===== config.mk =====
export PLATFORM = sky130hd
export DESIGN_NAME = decode_stage_pl
export DESIGN_NICKNAME = d
export VERILOG_FILES = /design/src/rtl/decode_stage_pl.sv
export SDC_FILE = /design/constraint.sdc
export NUM_CORES = 2
export LEC_CHECK = 0
export CAP_MARGIN = 0
export CORE_ASPECT_RATIO = 1.4
export CORE_MARGIN = 1
export CORE_UTILIZATION = 61
export CTS_CLUSTER_DIAMETER = 60
export DETAILED_ROUTE_END_ITERATION = 16
export PLACE_DENSITY = 0.81
export SLEW_MARGIN = 20
export SYNTH_ARGS = -nofsm -noshare
export SYNTH_HDL_FRONTEND = slang
export SYNTH_SLANG_ARGS = --single-unit

===== constraint.sdc =====
create_clock -name clk -period 54.4 [get_ports clk]
set_clock_uncertainty 0.05 [all_clocks]
set_input_delay 5.44 -clock clk [delete_from_list [all_inputs] [get_ports clk]]
set_output_delay 5.44 -clock clk [all_outputs]
set_load 0.1 [all_outputs]

===== src/rtl/decode_stage_pl.sv =====
// Decode stage: register file with write-through bypass, RV32I-subset decoder, immediate
// generator and ID/EX register. Defining LOAD_USE_HAZARD_EN adds load-use detection (LoadUseStallD).
module decode_stage_pl #(
   parameter  int XLEN     = 32,
   parameter  int NUM_REGS = 32,
   localparam int RA_W     = $clog2(NUM_REGS)
) (
   input  logic            clk,
   input  logic            rst,
   input  logic            ValidD,
   input  logic [31:0]     InstrD,
   input  logic [XLEN-1:0] PCD,
   input  logic [XLEN-1:0] PCPlus4D,
   input  logic            StallD,
   input  logic            FlushE,
   input  logic            RegWriteW,
   input  logic [RA_W-1:0] RDW,
   input  logic [XLEN-1:0] ResultW,
`ifdef LOAD_USE_HAZARD_EN
   output logic            LoadUseStallD,
`endif
   output logic            ValidE,
   output logic            RegWriteE,
   output logic            ALUSrcE,
   output logic            MemWriteE,
   output logic            BranchE,
   output logic            JumpE,
   output logic            IllegalE,
   output logic [1:0]      ResultSrcE,
   output logic [2:0]      ALUControlE,
   output logic [XLEN-1:0] RD1_E,
   output logic [XLEN-1:0] RD2_E,
   output logic [XLEN-1:0] Imm_Ext_E,
   output logic [XLEN-1:0] PCE,
   output logic [XLEN-1:0] PCPlus4E,
   output logic [RA_W-1:0] RS1_E,
   output logic [RA_W-1:0] RS2_E,
   output logic [RA_W-1:0] RD_E
);

   localparam logic [6:0] OP_LW   = 7'b0000011;
   localparam logic [6:0] OP_SW   = 7'b0100011;
   localparam logic [6:0] OP_R    = 7'b0110011;
   localparam logic [6:0] OP_IALU = 7'b0010011;
   localparam logic [6:0] OP_BEQ  = 7'b1100011;
   localparam logic [6:0] OP_JAL  = 7'b1101111;

   localparam logic [2:0] ALU_ADD = 3'b000;
   localparam logic [2:0] ALU_SUB = 3'b001;
   localparam logic [2:0] ALU_AND = 3'b010;
   localparam logic [2:0] ALU_OR  = 3'b011;
   localparam logic [2:0] ALU_SLT = 3'b101;

   typedef struct packed {
      logic            valid;
      logic            regwrite;
      logic            alusrc;
      logic            memwrite;
      logic            branch;
      logic            jump;
      logic            illegal;
      logic [1:0]      resultsrc;
      logic [2:0]      aluctl;
      logic [XLEN-1:0] rd1;
      logic [XLEN-1:0] rd2;
      logic [XLEN-1:0] imm;
      logic [XLEN-1:0] pc;
      logic [XLEN-1:0] pc4;
      logic [RA_W-1:0] rs1;
      logic [RA_W-1:0] rs2;
      logic [RA_W-1:0] rd;
   } idex_t;

   // Instruction register fields are 5 bits; keep the low RA_W bits (zero-extend if wider).
   function automatic logic [RA_W-1:0] reg_idx(input logic [4:0] field);
      logic [RA_W+4:0] ext;
      ext = {{RA_W{1'b0}}, field};
      return ext[RA_W-1:0];
   endfunction

   logic [XLEN-1:0] r_rf [NUM_REGS];
   idex_t           r_idex;
   idex_t           w_dec;
   logic [RA_W-1:0] w_rs1, w_rs2, w_rd;
   logic [XLEN-1:0] w_rd1, w_rd2;
   logic [XLEN-1:0] w_imm_i, w_imm_s, w_imm_b, w_imm_j;
   logic [6:0]      w_opcode;
   logic [2:0]      w_funct3;
   logic [6:0]      w_funct7;
   logic            w_bubble;

   assign w_opcode = InstrD[6:0];
   assign w_funct3 = InstrD[14:12];
   assign w_funct7 = InstrD[31:25];
   assign w_rs1    = reg_idx(InstrD[19:15]);
   assign w_rs2    = reg_idx(InstrD[24:20]);
   assign w_rd     = reg_idx(InstrD[11:7]);

   assign w_imm_i = XLEN'($signed(InstrD[31:20]));
   assign w_imm_s = XLEN'($signed({InstrD[31:25], InstrD[11:7]}));
   assign w_imm_b = XLEN'($signed({InstrD[31], InstrD[7], InstrD[30:25], InstrD[11:8], 1'b0}));
   assign w_imm_j = XLEN'($signed({InstrD[31], InstrD[19:12], InstrD[20], InstrD[30:21], 1'b0}));

   // Register file: x0 is never written; reads of x0 are forced to zero below.
   always_ff @(posedge clk or posedge rst) begin
      if (rst) begin
         for (int i = 0; i < NUM_REGS; i++) r_rf[i] <= '0;
      end else if (RegWriteW && (RDW != '0)) begin
         r_rf[RDW] <= ResultW;
      end
   end

   // Read port 1 with write-through bypass
   always_comb begin
      if (w_rs1 == '0)                          w_rd1 = '0;
      else if (RegWriteW && (RDW == w_rs1))     w_rd1 = ResultW;
      else                                      w_rd1 = r_rf[w_rs1];
   end

   // Read port 2 with write-through bypass
   always_comb begin
      if (w_rs2 == '0)                          w_rd2 = '0;
      else if (RegWriteW && (RDW == w_rs2))     w_rd2 = ResultW;
      else                                      w_rd2 = r_rf[w_rs2];
   end

   // Main/ALU decode; an unsupported encoding leaves every control at zero and flags illegal
   always_comb begin
      w_dec       = '0;
      w_dec.valid = 1'b1;
      w_dec.rd1   = w_rd1;
      w_dec.rd2   = w_rd2;
      w_dec.pc    = PCD;
      w_dec.pc4   = PCPlus4D;
      w_dec.rs1   = w_rs1;
      w_dec.rs2   = w_rs2;
      w_dec.rd    = w_rd;
      case (w_opcode)
         OP_LW: begin
            if (w_funct3 == 3'b010) begin
               w_dec.regwrite  = 1'b1;
               w_dec.alusrc    = 1'b1;
               w_dec.resultsrc = 2'b01;
               w_dec.imm       = w_imm_i;
            end else begin
               w_dec.illegal   = 1'b1;
            end
         end
         OP_SW: begin
            if (w_funct3 == 3'b010) begin
               w_dec.memwrite  = 1'b1;
               w_dec.alusrc    = 1'b1;
               w_dec.imm       = w_imm_s;
            end else begin
               w_dec.illegal   = 1'b1;
            end
         end
         OP_R: begin
            w_dec.regwrite = 1'b1;
            case ({w_funct7, w_funct3})
               {7'b0000000, 3'b000}: w_dec.aluctl = ALU_ADD;
               {7'b0100000, 3'b000}: w_dec.aluctl = ALU_SUB;
               {7'b0000000, 3'b111}: w_dec.aluctl = ALU_AND;
               {7'b0000000, 3'b110}: w_dec.aluctl = ALU_OR;
               {7'b0000000, 3'b010}: w_dec.aluctl = ALU_SLT;
               default: begin
                  w_dec.regwrite = 1'b0;
                  w_dec.illegal  = 1'b1;
               end
            endcase
         end
         OP_IALU: begin
            case (w_funct3)
               3'b000:  w_dec.aluctl  = ALU_ADD;
               3'b010:  w_dec.aluctl  = ALU_SLT;
               3'b110:  w_dec.aluctl  = ALU_OR;
               3'b111:  w_dec.aluctl  = ALU_AND;
               default: w_dec.illegal = 1'b1;
            endcase
            if (!w_dec.illegal) begin
               w_dec.regwrite = 1'b1;
               w_dec.alusrc   = 1'b1;
               w_dec.imm      = w_imm_i;
            end else begin
               w_dec.imm      = '0;
            end
         end
         OP_BEQ: begin
            if (w_funct3 == 3'b000) begin
               w_dec.branch = 1'b1;
               w_dec.aluctl = ALU_SUB;
               w_dec.imm    = w_imm_b;
            end else begin
               w_dec.illegal = 1'b1;
            end
         end
         OP_JAL: begin
            w_dec.regwrite  = 1'b1;
            w_dec.jump      = 1'b1;
            w_dec.resultsrc = 2'b10;
            w_dec.imm       = w_imm_j;
         end
         default: w_dec.illegal = 1'b1;
      endcase
   end

`ifdef LOAD_USE_HAZARD_EN
   logic w_load_use;
   assign w_load_use = r_idex.valid && (r_idex.resultsrc == 2'b01) && (r_idex.rd != '0) &&
                       ((r_idex.rd == w_rs1) || (r_idex.rd == w_rs2)) && ValidD;
   assign LoadUseStallD = w_load_use;
   assign w_bubble      = !ValidD || w_load_use;
`else
   assign w_bubble      = !ValidD;
`endif

   // ID/EX register: flush beats stall, stall beats bubble/load
   always_ff @(posedge clk or posedge rst) begin
      if (rst)           r_idex <= '0;
      else if (FlushE)   r_idex <= '0;
      else if (StallD)   r_idex <= r_idex;
      else if (w_bubble) r_idex <= '0;
      else               r_idex <= w_dec;
   end

   assign ValidE      = r_idex.valid;
   assign RegWriteE   = r_idex.regwrite;
   assign ALUSrcE     = r_idex.alusrc;
   assign MemWriteE   = r_idex.memwrite;
   assign BranchE     = r_idex.branch;
   assign JumpE       = r_idex.jump;
   assign IllegalE    = r_idex.illegal;
   assign ResultSrcE  = r_idex.resultsrc;
   assign ALUControlE = r_idex.aluctl;
   assign RD1_E       = r_idex.rd1;
   assign RD2_E       = r_idex.rd2;
   assign Imm_Ext_E   = r_idex.imm;
   assign PCE         = r_idex.pc;
   assign PCPlus4E    = r_idex.pc4;
   assign RS1_E       = r_idex.rs1;
   assign RS2_E       = r_idex.rs2;
   assign RD_E        = r_idex.rd;

endmodule


# Word-level counts from Yosys, hierarchy flattened
# Index checks and enable logic that the tools add are counted.
totals:
  reg_bits: 1211
  elab_cells: 126
classes:
  order_cmp: 4
  eq_ne: 16
  muxes: 42
  n_bitwise: 3
  reduce_logical: 12
ops:
  columns: ["operator", "count"]
  rows:
  - ["1024-bit bitwise mux", 1]
  - ["187-bit two-way mux", 3]
  - ["32-bit two-way mux", 13]
  - ["32-bit binary-select mux with 5-bit select", 2]
  - ["32-bit demux with 5-bit select", 1]
  - ["32-bit one-hot mux with 5 select lines", 1]
  - ["10-bit by 3-bit == test with 1-bit output (second input constant)", 2]
  - ["6-bit greater-or-equal comparator (second input constant)", 3]
  - ["5-bit inverter with 6-bit output", 3]
  - ["3-bit one-hot mux with 3 select lines", 2]
  - ["7-bit by 6-bit == test with 1-bit output (second input constant)", 2]
  - ["7-bit == test (second input constant)", 2]
  - ["1-bit two-way mux", 12]
  - ["3-bit one-hot mux with 4 select lines", 1]
  - ["10-bit by 2-bit == test with 1-bit output (second input constant)", 1]
  - ["10-bit by 9-bit == test with 1-bit output (second input constant)", 1]
  - ["5-bit == test", 2]
  - ["10-bit zero test", 1]
  - ["5-bit zero test", 2]
  - ["7-bit by 2-bit == test with 1-bit output (second input constant)", 1]
  - ["7-bit by 5-bit == test with 1-bit output (second input constant)", 1]
  - ["3-bit == test (second input constant)", 2]
  - ["6-bit by 1-bit less-than comparator with 1-bit output (second input constant)", 1]
  - ["1-bit one-hot mux with 5 select lines", 1]
  - ["other kinds (12)", 16]

# Logic depth before layout (Yosys ltp)
logic_depth:
  depth_word: 9
  mapped_depth: 10

# Least setup slack after synthesis
# OpenSTA, ideal clock, no wires.
synth_path:
  path_type: "input -> register"
  start: "input InstrD[16]"
  end: "register r_idex, in the netlist RD1_E[0]"
  t_arrival_ns: 7.272
  slack_ns: 46.952
  path_stages: 7
  path_cell_list: "buf_2 > buf_2 > buf_1 > mux4_2 > a2111oi_1 > a211oi_1 > a221o_1"
synth_via:
  elab_chain_cells: 9
  word_cells_on_any_way: 12
  classes_between: "eq/ne (1); mux (8); bitwise (1); reduce/logical (2)"
synth_lines:
  columns: ["element", "line_no", "rtl"]
  rows:
  - ["start, declared", "11", "input logic [31:0] InstrD,"]
  - ["5-bit inverter with 6-bit output (implied by the code)", "117", "else w_rd1 = r_rf[w_rs1];"]
  - ["32-bit binary-select mux with 5-bit select", "117", null]
  - ["32-bit two-way mux (implied by the code) (2 in a row)", "117", null]
  - ["32-bit two-way mux", "116", "else if (RegWriteW && (RDW == w_rs1)) w_rd1 = ResultW;"]
  - ["32-bit two-way mux *", "115", "if (w_rs1 == '0) w_rd1 = '0;"]
  - ["187-bit two-way mux *", "222", "else if (w_bubble) r_idex <= '0;"]
  - ["187-bit two-way mux *", "221", "else if (StallD) r_idex <= r_idex;"]
  - ["187-bit two-way mux *", "220", "else if (FlushE) r_idex <= '0;"]
  - ["end signal, assigned", "221", null]
  - ["end signal, assigned", "223", "else r_idex <= w_dec;"]
  - ["end, declared", "82", "idex_t r_idex;"]
# Mark *: on every way between the ends. The rest lies on a longest branch, timed or not. The select of a mux whose other input is x is not followed.
# A chain may end at the register's enable or synchronous reset.

# Final worst setup path
layout_path:
  start: "input InstrD[15]"
  end: "register r_idex, in the netlist RD1_E[18]"
# Same word-level chain as after synthesis.

==> results.md <==
- DR WL/cell: 34.5 um
- Yosys synthesis warning count: 0
- Mapped Avg Cell Area: 14.7 sq um
- Post-synthesis instance total: 4154
- Setup repair after global routing missed its margin: no
- Biggest fanout along the worst timing path: 105
- Yosys top cell area share: 0.493
- Count of final hold-check violations: 0
- Die boundary height: 376 um
- Utilization after layout: 0.696
- Kind of start point of the critical path: input pin
- Number of flops mapped to enable cells by yosys: 0
- Total via count after detailed routing: 41900
- Power Dens Cells: 36.3 nW/um^2
- Leakage power total: roughly 30 nW
- Post-synthesis share of cell area spent on and, or, nand and nor gates: 0.0189
- Fraction of the mapped netlist area in adder cells: 0
- Clock insertion delay at the later pin of the skew report: 750 ps
- XOR/XNOR Fraction of Synth Area: 0.00158
- Std cell rows: 136
- Syn nets: 4293
- Critical Setup Path Class: in -> reg
- Data required time at the worst endpoint: 54950 ps
- Peak supply drop: 0.0000293 V
- GR Util All Layers: 0.389
- Global-route wire length before repair: ~280 mm
- Post-cts repair resize count: 0
- Worst setup path startpoint: InstrD[15]
- Origin of the critical flop-to-flop path: r_rf[578]
- Final worst setup slack: 44900 ps
- Post-detailed-placement half-perimeter wirelength: ~110 mm
- Share of synthesized flip-flops with an asynchronous set or reset: 1.00
- Largest family of logic cells by synthesized area: multiplexers
- CTS Buf Count: around 110
- Boundary pin count: 326
- Antenna violations before repair: 14
- Number of global-route vias before repair: 43300
- Die X-Extent: 269 um
- Slew headroom: 0.218
- Critical path data arrival time: 10050 ps
- Fin nets: between 4000 and 5000
- Layout cells sized above 1: 0.397
- Share of cell area taken by muxes after synthesis: 0.374
- Hold buffer count at cts: 0
- Synthesized flop and latch total: ~1200
- Synth Area in Compound Gates: 0.0772
- Largest area contributor in the netlist: dfrtp_1
- Status: completed
- Detailed Routing Iterations Pass 1: 6
- Filler cell count: 6440
- Detailed-route wire length: 194 mm
- Clock Sinks: 1199
- Combined area of all synthesized cells: between 60000 and 70000 sq um
- Cells taking the most area after synthesis: dfrtp_1, mux2_2, mux4_2, mux2i_1, a22o_1
- Maximum clock frequency: 0.105 GHz
- Finished Layout Cells: about 5600
- Worst slack at placement: 43970 ps
- Effective utilization at floorplan: 0.618
- Sequential element share of the synthesized area: 0.493
- Maximum number of buffers from clock root to sink: 3
- Kind of path behind the tightest hold check: reg -> reg
- Max H-tree Level: 3
- Unique masters post-synth: 66
- Transition at the pin with the smallest max-transition slack: 1170 ps
- Most used flip-flop cell after synthesis: dfrtp_1
- DR vias/cell: 7.46
- Buffers inserted by post-CTS timing repair: 0
- Hold Crit Start: r_rf[1000]
- Final GP Congestion: 0.918
- Count of routing violations after the opening detailed-route iteration: 4771
- Root buffer cell: clkbuf_16
- Part of the cycle the worst path needs: 0.175
- Pin count of the biggest net entering global routing: 176
- # setup viols final: 0
- Max-slew violation count: 0
- Port Buffers: between 300 and 400
- Floorplan core area: about 100000 sq um
- DP Cell Count: 5401
- Clock-pin transition on the worst setup and hold timing paths: 60 ps
- Syn-to-layout area delta: 12.6%
- Capturing element type of the critical path: register
- TritonCTS clock tree: yes
- Overall die area: 101000 sq um
- Clock period minus worst slack: 9500 ps
- Max-cap violation count: 0
- ANT nets after route: 0
- Post-route DRC violation count: 0
- Congestion Overflow GR: 0
- Setup tns final: 0 ps
==> flip-flops by register name, summed over array words and instances, names as in the netlist, 3 cells and up <==
| name | cells |
|---|---|
| RS1_E | 5 |
| ALUControlE | 3 |
| Imm_Ext_E | 21 |
| PCE | 32 |
| RD1_E | 32 |
| RS2_E | 5 |
| r_rf | 1024 |
| RD2_E | 32 |
| PCPlus4E | 32 |
| RD_E | 5 |
==> final timing paths <==
| check | end | slack, ps | cells after the start |
|---|---|---|---|
| hold reg to reg | r_rf[1000] | 350 | 0 |
| hold / removal | r_rf[1000] | 350 | 0 |
| setup reg to reg | RD1_E[2] | 51870 | 5 |
| min in group asynchronous | ALUSrcE | 5200 | 2 |
| max in group asynchronous | r_rf[49] | 45210 | 6 |
| setup / recovery | RD1_E[18] | 44900 | 9 |
==> cells in the final DEF, fill, tap and decap left out, types with 81 or more instances in the layout <==
master and count:
buf_4 90, mux2i_1 230, a22o_1 143, clkbuf_16 114, dfrtp_1 1199, mux2_1 81, mux4_2 412, mux2_2 912
a22oi_1 108, clkdlybuf4s50_1 294
==> cells by family after synthesis <==
kind of cell,after synthesis
muxes,1635
and+or+nand+nor,227
xor gates and xnor gates,11
AOI/OAI and AO/OA,593
buffers and inverters,489
DFF,1199
==> Yosys cell counts, drive strengths merged (7+ instances only) <==
library cell  instances
dfrtp              1199
mux2                993
mux4                412
clkbuf              261
mux2i               230
buf                 223
a22o                143
a22oi               108
nand2                84
o22ai                52
a21oi                44
a221o                43
a211oi               34
a2111oi              32
nor2                 32
o221ai               32
o21ai                29
nand3                26
o211ai               24
nand4                12
o311a                12
nor2b                11
o21a                 11
nor4                 10
xnor2                10
a221oi                9
nand2b                7
==> metrics by stage <==
step | cell area (sq um) | hold WS [ps] | power, mW
after global placement | 64700 | 328 | 1.61
final | 68600 | 347 | 2.49
after floorplan | 60900 | 391 | 1.51
after CTS | 68600 | 351 | 2.48
after detailed placement | 64700 | 336 | 1.64
after global routing | 68600 | 362 | 2.57
==> per-layer routing <==
metal	vias to the layer above	wire length (um)	GRT usage
li1	16200	-	-
met5	-	138	0
met3	807	20700	0.0944
met2	2866	89400	0.595
met1	21900	67700	0.489
met4	22	15700	0.273
==> power by group <==
group	total [mW]	internal, mW	switching, mW
Sequential	1.16	1.04	0.117
Combinational	0.480	0.263	0.217
Clock	0.847	0.487	0.360
Total	2.49	1.79	0.694
==> worst max-delay path, stage by stage <==
cell	delay [ps]
buf_8	620
buf_12	620
buf_12	660
buf_4	850
mux4_2	610
a22o_1	260
a2111oi_1	370
a211oi_1	100
a221o_1	310
==> layout make-up <==
cell class	count	area, sq um	share of cell area
Clock buffer	159	3320	0.0484
Sequential cell	1199	30000	0.438
Multi-Input combinational cell	2466	29000	0.423
Tap cell	1311	1640	0.0239
Clock inverter	48	638	0.00931
Inverter	5	26.3	0.000383
Timing Repair Buffer	422	3960	0.0578
Antenna cell	3	7.51	0.000109
No activity file was read; power rests on OpenSTA's default activity.
